<file path="src/rtl/mem_arbiter.sv">
`default_nettype none
// +-----------------------------------------------------------------------------+
// | mem_arbiter: shares one single-port memory between fetch and load/store,     |
// | routing each response back to its owner MEM_LATENCY (1-4) cycles later.     |
// | Option: ARB_ROUND_ROBIN_EN (undefined = fixed priority, data over fetch).    |
// | Revision: 1.0                                                                |
// +-----------------------------------------------------------------------------+
module mem_arbiter #(
  parameter int DATA_WIDTH  = 32,
  parameter int ADDR_WIDTH  = 32,
  parameter int MEM_LATENCY = 1
) (
  input  logic                    clk,
  input  logic                    reset,
  input  logic                    if_req,
  input  logic [ADDR_WIDTH-1:0]   if_addr,
  input  logic                    if_flush,
  output logic                    if_gnt,
  output logic                    if_rvalid,
  output logic [DATA_WIDTH-1:0]   if_rdata,
  input  logic                    d_req,
  input  logic [DATA_WIDTH/8-1:0] d_we,
  input  logic [ADDR_WIDTH-1:0]   d_addr,
  input  logic [DATA_WIDTH-1:0]   d_wdata,
  output logic                    d_gnt,
  output logic                    d_rvalid,
  output logic [DATA_WIDTH-1:0]   d_rdata,
  output logic                    mem_en,
  output logic [DATA_WIDTH/8-1:0] mem_we,
  output logic [ADDR_WIDTH-1:0]   mem_addr,
  output logic [DATA_WIDTH-1:0]   mem_wdata,
  input  logic [DATA_WIDTH-1:0]   mem_rdata
);

  localparam logic [0:0] c_own_fetch = 1'b0;
  localparam logic [0:0] c_own_data  = 1'b1;
  localparam int         c_head      = MEM_LATENCY - 1;

  logic w_if_act;
  logic w_d_act;
  logic w_if_gnt;
  logic w_d_gnt;
  logic w_gnt;
  logic w_head_vld;

  logic [MEM_LATENCY-1:0] r_vld;
  logic [MEM_LATENCY-1:0] r_own;

  // A flushing fetch port can never win, which also lets data through that cycle.
  assign w_if_act = if_req & ~if_flush & ~reset;
  assign w_d_act  = d_req & ~reset;

`ifdef ARB_ROUND_ROBIN_EN
  logic r_last_data;

  always_ff @(posedge clk) begin
    if (reset) begin
      r_last_data <= c_own_fetch;
    end else if (w_gnt) begin
      r_last_data <= w_d_gnt;
    end
  end

  assign w_d_gnt = w_d_act & (~w_if_act | (r_last_data == c_own_fetch));
`else
  assign w_d_gnt = w_d_act;
`endif

  assign w_if_gnt = w_if_act & ~w_d_gnt;
  assign w_gnt    = w_if_gnt | w_d_gnt;

  assign if_gnt    = w_if_gnt;
  assign d_gnt     = w_d_gnt;
  assign mem_en    = w_gnt;
  assign mem_we    = w_d_gnt ? d_we : '0;
  assign mem_addr  = w_d_gnt ? d_addr : if_addr;
  assign mem_wdata = w_d_gnt ? d_wdata : '0;

  // Stage 0 is loaded by the grant; a flush kills fetch entries as they advance.
  always_ff @(posedge clk) begin
    if (reset) begin
      r_vld <= '0;
      r_own <= '0;
    end else begin
      r_vld[0] <= w_gnt;
      r_own[0] <= w_d_gnt;
      for (int i = 1; i < MEM_LATENCY; i++) begin
        r_vld[i] <= r_vld[i-1] & ~(if_flush & (r_own[i-1] == c_own_fetch));
        r_own[i] <= r_own[i-1];
      end
    end
  end

  // The head entry is masked directly so a same-cycle flush also drops it.
  assign w_head_vld = r_vld[c_head] & ~reset;
  assign if_rvalid  = w_head_vld & (r_own[c_head] == c_own_fetch) & ~if_flush;
  assign d_rvalid   = w_head_vld & (r_own[c_head] == c_own_data);
  assign if_rdata   = mem_rdata;
  assign d_rdata    = mem_rdata;

endmodule
`default_nettype wire
</file>
<file path="config.mk">
export PLATFORM = sky130hd
export DESIGN_NAME = mem_arbiter
export DESIGN_NICKNAME = d
export VERILOG_FILES = /design/src/rtl/mem_arbiter.sv
export SDC_FILE = /design/constraint.sdc
export NUM_CORES = 1
export LEC_CHECK = 0
export BUFFER_PORTS_ARGS = -buffer_cell sky130_fd_sc_hd__buf_2
export CAP_MARGIN = 5
export CELL_PAD_IN_SITES_DETAIL_PLACEMENT = 1
export CELL_PAD_IN_SITES_GLOBAL_PLACEMENT = 2
export CORE_UTILIZATION = 10
export DETAILED_ROUTE_END_ITERATION = 10
export GPL_TIMING_DRIVEN = 0
export PLACE_DENSITY = 0.92
export SYNTH_ARGS = -nofsm -noshare
export SYNTH_HDL_FRONTEND = slang
export SYNTH_SLANG_ARGS = --single-unit
</file>
<file path="constraint.sdc">
create_clock -name clk -period 2.2 [get_ports clk]
set_clock_uncertainty 0.1 [all_clocks]
set_input_delay 0.11 -clock clk [delete_from_list [all_inputs] [get_ports clk]]
set_output_delay 0.11 -clock clk [all_outputs]
set_load 0.01 [all_outputs]
</file>
==> metrics.cfg <==
[timing]
holdWs_ps = 46.3
clock.fmax_ghz = 0.712
tns_ps = 0
setup_viol = 0
rsz0062_at_grt = false
slew_viol_final = 0
worstMarginPinSlew_ps = 260
final_hold_viol_count = 0
fin_crit_sh = 0.638
layout_min_cycle_time_ps = 1400
slew_headroom = 0.827

[synthesis]
syn_nets = 288
synth_most_common_cell = buf_4
synthFlopType = dfxtp_1
ys_types = 15
synth_area_leaders = buf_4 35%, mux2_4 35%, and2_1 17%
synth_area_per_cell_um2 = 9.02
ys_top_cells_by_count = 64 x buf_4, 36 x and2_1, 32 x mux2_4
synth_warnings = 0
synth_top_area_share = 0.353
synthesis.area_um2 = 1360
synth-edff-count = 0
yosysSeqAreaShare = 0.0294
synth_seq_cells = 2
syn-instance-count = 151
synth_top_cell_by_area = buf_4
async_flop_share = 0

[route]
totalWireLength_mm = 6.53
postRouteAntennaNets = 0
vias = 1862
viasPerCell = 3.26
drc = 0
wl_per_cell_um = 11.4
initialDrtViolationCount = 22
first_pass_iters = 3

[global_routing]
grt_usage = 0.0848
grt_use_met3 = 0.0164
grt_max_degree = 11
first_global_vias = 1890
antenna_found_initial = 0
grt_pass1_wl_mm = 9.49
top_usage_layer = met2
grt_util_met1 = 0.0820
use_met2 = 0.180
gr-total-overflow = 0

[cts]
cts_tree = built
cts_sinks = 2
cts_max_level = 1
ctsHoldBuffers = 0
ctsResizeCount = 0
clk_path_buf_depth = 2
cts_made_buffers = 3
postCtsSetupRepairBufs = 0
root_buffer = clkbuf_16
clkSlewWorstSetupHoldPaths_ps = 30

[worst_hold_path]
min_from = reset
hp-class = in2reg

[die]
core_area_um2 = 13200
die_area_um2 = 14100
dieWidth_um = 119
start_util = 0.103
ios = 274
num_rows = 42
die_h_um = 119

[power]
p_per_area_nw_per_um2 = 297
netSwitchingFraction = 0.306
p_sw_uw = 260
seqPwrFrac = 0.047
clkPwrFrac = 0.322
intPower_uw = 590
combPwrFrac = 0.631
leakagePower_nw = 1.77
max-vdd-ir-drop_mv = 0.162

[setup_path]
cp-end-kind = output port
crit_type = in2out
crit_path_start = reset
crit_fanout = 10
start_kind = input port
arrival_ps = 1190
required_ps = 1990

[final_layout]
diodes = 0
fin_nets = 534
final_layout_size_suffix_gt1_frac = 0.881
area_growth_pct = 110

[placement]
routabilityCongestion = 0.737
io_buffers = 241
hpwl_mm = 6.14

[run_status]
status = finished, final reports clean

[job]
drv_cap = 0

## power by group through the flow
stage	sequential, mW	clock (mW)	combinational, mW
floorplan	0.0398	0	0.297
CTS	0.0397	0.277	0.548
finish	0.0398	0.274	0.536
global route	0.0402	0.283	0.577
detailed placement	0.0402	0	0.547
global placement	0.0399	0	0.535
## placed cells by master, fill, tap and decap left out
master / netlist / layout
a21oi_1: 2 / 2
and2_1: 36 / 36
and2b_1: 1 / 1
and3b_1: 1 / 1
buf_2: 1 / 242
buf_4: 64 / 64
buf_6: 6 / 6
clkbuf_1: 1 / 1
clkbuf_16: 0 / 3
dfxtp_1: 2 / 2
inv_1: 1 / 1
mux2_4: 32 / 32
nand2b_1: 1 / 1
nor2b_2: 1 / 1
nor3_1: 1 / 1
nor4b_1: 1 / 1
## cell families (layout without fill, tap and decap cells)
kind of cell | Yosys count | in the layout | synth area share
flops | 2 | 2 | 0.0294
mux | 32 | 32 | 0.353
simple gates | 42 | 42 | 0.199
compound gates | 2 | 2 | 0.00735
buf+inv | 73 | 317 | 0.412
## path summary, 6_finish.rpt
| check | slack (ps) | endpoint | depth (start not counted) |
|---|---|---|---|
| min | 50 | r_vld | 2 |
| max | 800 | mem_addr[15] | 6 |
## area by class of cell
cell class                      instances  area, um2
Fill cell                            1667      10400
Timing Repair Buffer                  241       1210
Multi-Input combinational cell         76        761
Buffer                                 72        557
Tap cell                              176        220
Clock buffer                            3       75.1
Sequential cell                         2       40.0
Inverter                                1       3.75
## registers in the layout, indices dropped and copies added (netlist names)
| signal | cells |
|---|---|
| r_own | 1 |
| r_vld | 1 |
## worst max-delay path: stages
cell     delay, ps
buf_2          140
nor2b_2        120
buf_6          160
buf_6          180
mux2_4         320
buf_2          150
## metrics by stage
| step | utilization | instances | cell area [um2] | total power, mW | worst slack, ps |
|---|---|---|---|---|---|
| 2_1_floorplan | - | 151 | 1360 | 0.337 | 1160 |
| 3_3_place_gp | 0.211 | 568 | 2790 | 0.575 | 781 |
| 3_5_place_dp | 0.211 | 568 | 2790 | 0.587 | 760 |
| 4_1_cts | 0.216 | 571 | 2860 | 0.865 | 760 |
| 5_1_grt | 0.216 | 571 | 2860 | 0.900 | 734 |
| 6_report | 0.216 | 571 | 2860 | 0.850 | 796 |
## per-layer routing
| layer | vias up | routed length [um] |
|---|---|---|
| met5 | - | 0 |
| met2 | 134 | 3690 |
| met3 | 2 | 622 |
| met1 | 819 | 2180 |
| met4 | 0 | 30 |
| li1 | 907 | - |
Note: power is estimated with default switching activity, not from simulation.
